`config.mk`:
```
export PLATFORM = sky130hd
export DESIGN_NAME = chengfa_div
export DESIGN_NICKNAME = d
export VERILOG_FILES = /design/src/rtl/chengfa_div_pkg.sv /design/src/rtl/chengfa_div_step.sv /design/src/rtl/chengfa_div.sv
export SDC_FILE = /design/constraint.sdc
export NUM_CORES = 1
export LEC_CHECK = 0
export ABC_AREA = 1
export BUFFER_PORTS_ARGS = -buffer_cell sky130_fd_sc_hd__buf_2
export CAP_MARGIN = 30
export CELL_PAD_IN_SITES_DETAIL_PLACEMENT = 0
export CELL_PAD_IN_SITES_GLOBAL_PLACEMENT = 1
export CORE_UTILIZATION = 42
export CTS_BUF_LIST = sky130_fd_sc_hd__clkbuf_4 sky130_fd_sc_hd__clkbuf_8
export CTS_CLUSTER_SIZE = 14
export DETAILED_ROUTE_END_ITERATION = 10
export GPL_ROUTABILITY_DRIVEN = 0
export GPL_TIMING_DRIVEN = 0
export PLACE_DENSITY_LB_ADDON = 0.1
export SYNTH_ARGS = -nofsm -noshare
export SYNTH_HDL_FRONTEND = slang
export SYNTH_SLANG_ARGS = --single-unit
```
`constraint.sdc`:
```
create_clock -name clk -period 2.9 [get_ports clk]
set_clock_uncertainty 0.2 [all_clocks]
set_input_delay 0.29 -clock clk [delete_from_list [all_inputs] [get_ports clk]]
set_output_delay 0.29 -clock clk [all_outputs]
set_load 0.02 [all_outputs]
```
`src/rtl/chengfa_div_pkg.sv`:
```
// rtl/chengfa_div_pkg.sv - shared state encoding, default width and sign helper for chengfa_div
package chengfa_div_pkg;

  // Default magnitude width; operands and results carry one extra sign bit.
  localparam int DIV_W = 5;

  typedef enum logic [1:0] {
    IDLE = 2'd0,
    CALC = 2'd1,
    DONE = 2'd2
  } state_t;

  // Sign bit for a sign-magnitude result: a zero magnitude is always positive.
  function automatic logic sm_sign(input logic s, input logic mag_nz);
    return s & mag_nz;
  endfunction

endpackage

```
`src/rtl/chengfa_div_step.sv`:
```
// rtl/chengfa_div_step.sv - one combinational restoring-division step (module div_step)
import chengfa_div_pkg::*;

module div_step #(
  parameter int W = DIV_W
) (
  input  logic [W-1:0] p,
  input  logic         d,
  input  logic [W-1:0] b,
  output logic [W-1:0] p_next,
  output logic         qbit
);

  logic [W:0] t;

  // Shift the next dividend bit into the partial remainder and subtract |b| if it fits.
  // The remainder stays below |b|, so the low W bits of the difference are exact.
  always_comb begin
    t      = {p, d};
    qbit   = 1'b0;
    p_next = t[W-1:0];
    if (t >= {1'b0, b}) begin
      qbit   = 1'b1;
      p_next = t[W-1:0] - b;
    end
  end

endmodule

```
`src/rtl/chengfa_div.sv`:
```
// rtl/chengfa_div.sv - sequential sign-magnitude restoring divider (option: CHENGFA_DIV_EARLY_EXIT_EN)
import chengfa_div_pkg::*;

module chengfa_div #(
  parameter int W = DIV_W
) (
  input  logic         clk,
  input  logic         reset,
  input  logic         start,
  input  logic [W:0]   a,
  input  logic [W:0]   b,
  output logic         busy,
  output logic         done,
  output logic [W:0]   q,
  output logic [W:0]   r,
  output logic         dz
);

  localparam int CW = (W > 1) ? $clog2(W) : 1;

  state_t        state;
  logic [CW-1:0] cnt;
  logic [W-1:0]  da;      // dividend shifts out MSB first, quotient bits shift in at the LSB
  logic [W-1:0]  db;
  logic [W-1:0]  p;
  logic          sa;
  logic          sb;

  logic [W-1:0]  step_p;
  logic          step_q;
  logic [W-1:0]  q_mag;

  div_step #(.W(W)) u_step (
    .p      (p),
    .d      (da[W-1]),
    .b      (db),
    .p_next (step_p),
    .qbit   (step_q)
  );

  assign q_mag = {da[W-2:0], step_q};

  // Control FSM with registered handshake and result outputs.
  always_ff @(posedge clk) begin
    if (!reset) begin
      state <= IDLE;
      cnt   <= '0;
      da    <= '0;
      db    <= '0;
      p     <= '0;
      sa    <= 1'b0;
      sb    <= 1'b0;
      busy  <= 1'b0;
      done  <= 1'b0;
      q     <= '0;
      r     <= '0;
      dz    <= 1'b0;
    end else begin
      done <= 1'b0;
      case (state)
        IDLE: begin
          if (start) begin
            sa   <= a[W];
            sb   <= b[W];
            da   <= a[W-1:0];
            db   <= b[W-1:0];
            p    <= '0;
            cnt  <= CW'(W - 1);
            busy <= 1'b1;
            if (b[W-1:0] == '0) begin
              state <= DONE;
              done  <= 1'b1;
              dz    <= 1'b1;
              q     <= {sm_sign(a[W] ^ b[W], 1'b1), {W{1'b1}}};
              r     <= {sm_sign(a[W], |a[W-1:0]), a[W-1:0]};
            end
`ifdef CHENGFA_DIV_EARLY_EXIT_EN
            else if (a[W-1:0] < b[W-1:0]) begin
              state <= DONE;
              done  <= 1'b1;
              dz    <= 1'b0;
              q     <= '0;
              r     <= {sm_sign(a[W], |a[W-1:0]), a[W-1:0]};
            end
`endif
            else begin
              state <= CALC;
            end
          end
        end
        CALC: begin
          p   <= step_p;
          da  <= q_mag;
          cnt <= cnt - 1'b1;
          if (cnt == '0) begin
            state <= DONE;
            done  <= 1'b1;
            dz    <= 1'b0;
            q     <= {sm_sign(sa ^ sb, |q_mag), q_mag};
            r     <= {sm_sign(sa, |step_p), step_p};
          end
        end
        DONE: begin
          state <= IDLE;
          busy  <= 1'b0;
        end
        default: begin
          state <= IDLE;
          busy  <= 1'b0;
        end
      endcase
    end
  end

endmodule

```
# Word-level counts from Yosys, hierarchy flattened
# Index checks and enable logic that the tools add are counted.
dict set report totals {
  reg_bits 37
  output_inout_bits 15
}
dict set report op_classes {
  addsub 2
  bitwise_logic 6
  magnitude_cmp 1
  muxes 30
  n_reduce_logical 12
  eq_ne 4
}
# cell n
set op_table {}
lappend op_table {{two-way mux 6 bit} 6}
lappend op_table {{one-hot mux 6 bit (2 select lines)} 2}
lappend op_table {{one-hot mux 5 bit (2 select lines)} 2}
lappend op_table {{two-way mux 5 bit} 3}
lappend op_table {{OR reduction 5 bit} 3}
lappend op_table {{two-way mux 1 bit} 8}
lappend op_table {{AND reduction 2 bit} 4}
lappend op_table {{>= comparator 6 x 5 -> 1 bit} 1}
lappend op_table {{two-way mux 2 bit} 3}
lappend op_table {{!= test 2 bit, second input constant} 3}
lappend op_table {{one-hot mux 1 bit (2 select lines)} 3}
lappend op_table {{one-hot mux 3 bit (2 select lines)} 1}
lappend op_table {{zero test 5 bit} 1}
lappend op_table {{subtractor 5 bit} 1}
lappend op_table {{one-hot mux 2 bit (2 select lines)} 1}
lappend op_table {{AND reduction 4 bit} 1}
lappend op_table {{AND 1 bit} 3}
lappend op_table {{zero test 3 bit} 1}
lappend op_table {{two-way mux 3 bit} 1}
lappend op_table {{subtractor 3 x 1 -> 3 bit, second input constant} 1}
lappend op_table {{== test 2 x 1 -> 1 bit, second input constant} 1}
lappend op_table {{zero test 2 bit} 1}
lappend op_table {{nonzero test 2 bit} 1}
lappend op_table {{bitwise XOR 1 bit} 2}
lappend op_table {{NOT 1 bit} 1}

# Depth between registers and ports, before layout
dict set report logic_depth {
  depth_word 6
  mapped_depth 14
  depth_no_buf 14
}

# By module
# From an unflattened synthesis, not the netlist that was laid out.
dict set report unflattened {
  hier_cells 277
  area_unflattened_um2 2092.0
}
# module area_per_inst_um2 seq_area_each_um2 cells_per_inst instances
set modules_own_cells {}
lappend modules_own_cells {chengfa_div 1778.0 740.7 225 1}
lappend modules_own_cells {div_step 314.1 0.0 52 1}

# Worst setup path after synthesis
# Ideal clock, no wire load.
dict set report synth_path {
  path_type {register -> register}
  from {register da[4]}
  to {register r[5]}
  t_arrival_ns 1.684
  setup_ns 0.131
  required_ns 2.569
  path_slack_ns 0.885
  path_stages_with_launch 15
  path_buffers 0
  synth_period_minus_slack_ns 2.015
  cell_sequence {dfxtp_1 > inv_1 > ha_1 > inv_1 > fa_1 > inv_1 > nand2_1 > nand3_2 > nand3_2 > nand2_1 > nand2_1 > nor2_1 > nand3_1 > nand2_1 > a21oi_2}
}
dict set report synth_between {
  elab_chain_cells 6
  elab_cells_between_ends 7
}
# element line_no
set synth_rtl {}
lappend synth_rtl {{from (decl)} chengfa_div.sv:23} ;# logic [W-1:0] da;
lappend synth_rtl {{from (signal assigned)} chengfa_div.sv:65} ;# da <= a[W-1:0];
lappend synth_rtl {{from (signal assigned)} chengfa_div.sv:93} ;# da <= q_mag;
lappend synth_rtl {{subtractor 5 bit or >= comparator 6 x 5 -> 1 bit (tied branches)} {chengfa_div_step.sv:24, chengfa_div_step.sv:22}}
lappend synth_rtl {{two-way mux 5 bit *} chengfa_div_step.sv:22} ;# if (t >= {1'b0, b}) begin
lappend synth_rtl {{OR reduction 5 bit *} chengfa_div.sv:100} ;# r <= {sm_sign(sa, |step_p), step_p};
lappend synth_rtl {{AND 1 bit *} chengfa_div_pkg.sv:15} ;# return s & mag_nz;
lappend synth_rtl {{two-way mux 6 bit *} chengfa_div.sv:95} ;# if (cnt == '0) begin
lappend synth_rtl {{one-hot mux 6 bit (2 select lines) *} chengfa_div.sv:60} ;# case (state)
lappend synth_rtl {{to (signal assigned)} chengfa_div.sv:75} ;# r <= {sm_sign(a[W], |a[W-1:0]), a[W-1:0]};
lappend synth_rtl {{to (signal assigned)} chengfa_div.sv:100}
lappend synth_rtl {{to (decl)} chengfa_div.sv:15} ;# output logic [W:0] r,
# Every way passes the cells marked *; elsewhere a longest branch is shown, timed or not. The select of a mux whose other input is x is not followed.
# A chain may end at the register's enable or synchronous reset.

# Final worst setup path
# Same ends and word-level chain as after synthesis.

==> key figures <==
Floorplanning
  • Die width: 68.1 µm
  • I/O Pins: 30
  • Core Area: 0.00409 mm²
  • Die Span Y: 68.1 µm
  • Die area: 0.00464 mm²
  • Row count: 23
  • Initial Util: between 40 and 50%

Yosys
  • Mapped Area: 0.00184 mm²
  • Cell variety after synth: 36
  • Post-synth net total: ~260
  • Post-synthesis cell count: roughly 240
  • Cell taking the most area after synthesis: dfxtp_1
  • Synth top area cells: dfxtp_1, nand2_1, a21oi_1
  • Share of the synthesized area in the top cell type: 40.3%
  • Synth Warn #: 0
  • Sequential area share after synthesis: 40.3%
  • Synth Register Bits: 37
  • Mean area per synthesized cell: around 7.7 µm²

Layout
  • Final instance area: roughly 0.0021 mm²
  • Net count, final: 296
  • Area grow syn2layout: 16.6%
  • Share of cells above drive strength 1: 23.0%
  • Antenna Cells: 0
  • Fin cells: 324

Drt
  • Total vias in the final route: 1664
  • Detailed router's first-iteration violation count: 113
  • WL per Instance: roughly 14 µm
  • Post-Route WL: 4.48 mm
  • DR vias/cell: about 5.1
  • Final ANT Viol Nets: 0
  • Drt drc: 0
  • Initial DRT Pass Iterations: 4

Worst setup path
  • Reg2Reg Setup Slack: 0.57 ns
  • CP Data Required Time: between 2 and 3 ns
  • Critical Path Source Type: flop
  • Worst reg2reg path endpoint: r[5]
  • RR Startpoint: da[4]
  • CP max FO: 9
  • Worst EP arrival: between 2 and 2.5 ns
  • Setup CP Type: reg2reg
  • FF-to-FF path depth: 14
  • CP endpoint kind: flop

STA
  • Unrepaired setup endpoints after global routing: no
  • Post-layout min period: 2.33 ns
  • Final Hold Vio Count: 0
  • # setup viols final: 0
  • Setup TNS Final: 0 ns
  • FMAX: 428 MHz
  • Period utilization: about four fifths
  • Final critical-path setup slack: 0.566 ns
  • Slew Limit Fails: 0
  • WHS: 0.0601 ns
  • Slew @ Worst Pin: a little under 0.6 ns
  • Max transition margin: 61.0%

Place
  • Pre-CTS setup slack: 0.565 ns
  • Port Buffers: 28
  • Placed instance area: 0.00204 mm²
  • Placed cell count: ~320
  • Post-DP HPWL: between 3 and 4 mm

Clock network
  • Post-CTS resize count: 0
  • TritonCTS clock tree: done
  • Clock latency on the worst-skew pair: 0.29 ns
  • Postcts setup bufs: 0
  • H-tree Lvls: 2
  • CTS root buf: clkbuf_8
  • Reg clk slew, reported paths: roughly 0.07 ns
  • Max Buffers Root-to-Sink: 2
  • Post-CTS Hold Buffers: 0
  • Clock buffer count from CTS: 5
  • Sinks on Clock Net: 37

GRT
  • Vias in the first global route: 1521
  • Largest net degree at the start of global routing: 12
  • First-pass GRT wire length: 7.31 mm
  • GRT Util Overall: 21.9%
  • Initial antenna violation count: 0
  • Global route overflow: 0

Pwr
  • Peak supply drop: ~0.45 mV
  • Leakage: 0.979 nW
  • Ratio of total power to cell area: just under 900 mW/mm²

Min path
  • Min-Delay Endpoint: db[0]
  • Hold/Removal Path Class: in2reg
  • Hold path start: b[0]
  • Hold Path Stages: 3

Run status
  • Status: completed

Job
  • Max-cap violations: 0
synthesized netlist by cell type (all sizes together):
library cell and count:
a211oi 1, a21boi 1, a21oi 27, a221oi 1
a22oi 1, a311oi 4, a31oi 4, buf 6
clkbuf 3, clkinv 1, dfxtp 37, fa 1
ha 7, inv 26, nand2 45, nand3 13
nand4 1, nor2 26, nor3 2, o21a 1
o21ai 24, o221ai 1, or2 2, xnor2 2
xor2 1
sequential cells by signal, indices dropped and copies added, names as in the netlist:
| register | flops |
|---|---|
| p | 5 |
| cnt | 3 |
| da | 5 |
| done | 1 |
| state | 2 |
| dz | 1 |
| r | 6 |
| sb | 1 |
| sa | 1 |
| db | 5 |
| busy | 1 |
| q | 6 |
cell type report:
class                   count  area [µm²]
clock inverters             1        5.00
repair buffers             28         140
flip-flops and latches     37         741
clock buffers               7        96.3
fillers                   417        1950
inverters                  27         101
well taps                  50        62.6
plain buffers               9        52.6
multi-input cells         165         942
stage by stage:
step                total power [W]  util (%)
global placement            0.00148      49.9
detailed placement          0.00149      49.9
floorplan                   0.00128         -
global route                0.00202      52.4
CTS                         0.00188      52.4
finish                      0.00187      52.4
worst max-delay path, stage by stage, from the launching register on:
cell,delay (ns)
dfxtp_1,0.31
inv_1,0.07
ha_1,0.14
inv_1,0.06
fa_1,0.42
inv_1,0.07
nand2_1,0.06
nand3_2,0.11
nand3_2,0.20
nand2_1,0.12
nand2_1,0.07
nor2_1,0.12
nand3_1,0.10
nand2_1,0.10
a21oi_2,0.05
where the power goes:
| part | switching (W) | internal [W] | total, W |
|---|---|---|---|
| clock | 0.000182 | 0.000215 | 0.000397 |
| sequential | 0.0000526 | 0.000608 | 0.000660 |
| combinational | 0.000538 | 0.000280 | 0.000818 |
| total | 0.000772 | 0.00110 | 0.00187 |
worst max-delay path by stage:
| stage | slack, ns | endpoint | start |
|---|---|---|---|
| final | 0.57 | r[5] | da[4] |
| after global routing | 0.32 | r[5] | da[4] |
| after CTS | 0.57 | r[5] | da[4] |
| after detailed placement | 0.57 | r[5] | da[4] |
| after global placement | 0.58 | r[5] | da[4] |
| after floorplan | 0.89 | r[5] | da[4] |
layer usage:
layer / global-route usage (%) / wire length [µm]
met4: 8.59 / 65
met1: 29.1 / 2200
met5: 0 / 0
met2: 34.6 / 2030
met3: 4.33 / 189
placed cells by master, fill, tap and decap left out, types with 2 or more instances in the layout:
master	count
buf_2	31
nor3_1	2
nand2_2	2
nand2_1	42
o21ai_1	8
a311oi_2	4
clkbuf_8	7
a21oi_1	26
buf_4	2
o21ai_0	16
inv_1	20
a31oi_1	4
nor2_1	24
nand3_2	4
dfxtp_1	37
ha_1	7
inv_2	6
nand3_1	9
xnor2_1	2
clkbuf_1	3
kinds of logic (layout without fill, tap and decap cells):
family                   Yosys count  in the layout  share of synthesized area, %
AO/OA/AOI/OAI                     65             65                          21.3
XOR/XNOR                           3              3                          1.43
adder cells (fa/ha/maj)            8              8                          5.86
buffers and inverters             36             72                          8.38
flip-flops                        37             37                          40.3
AND/OR/NAND/NOR                   89             89                          22.7
Note: power is estimated with default switching activity, not from simulation.
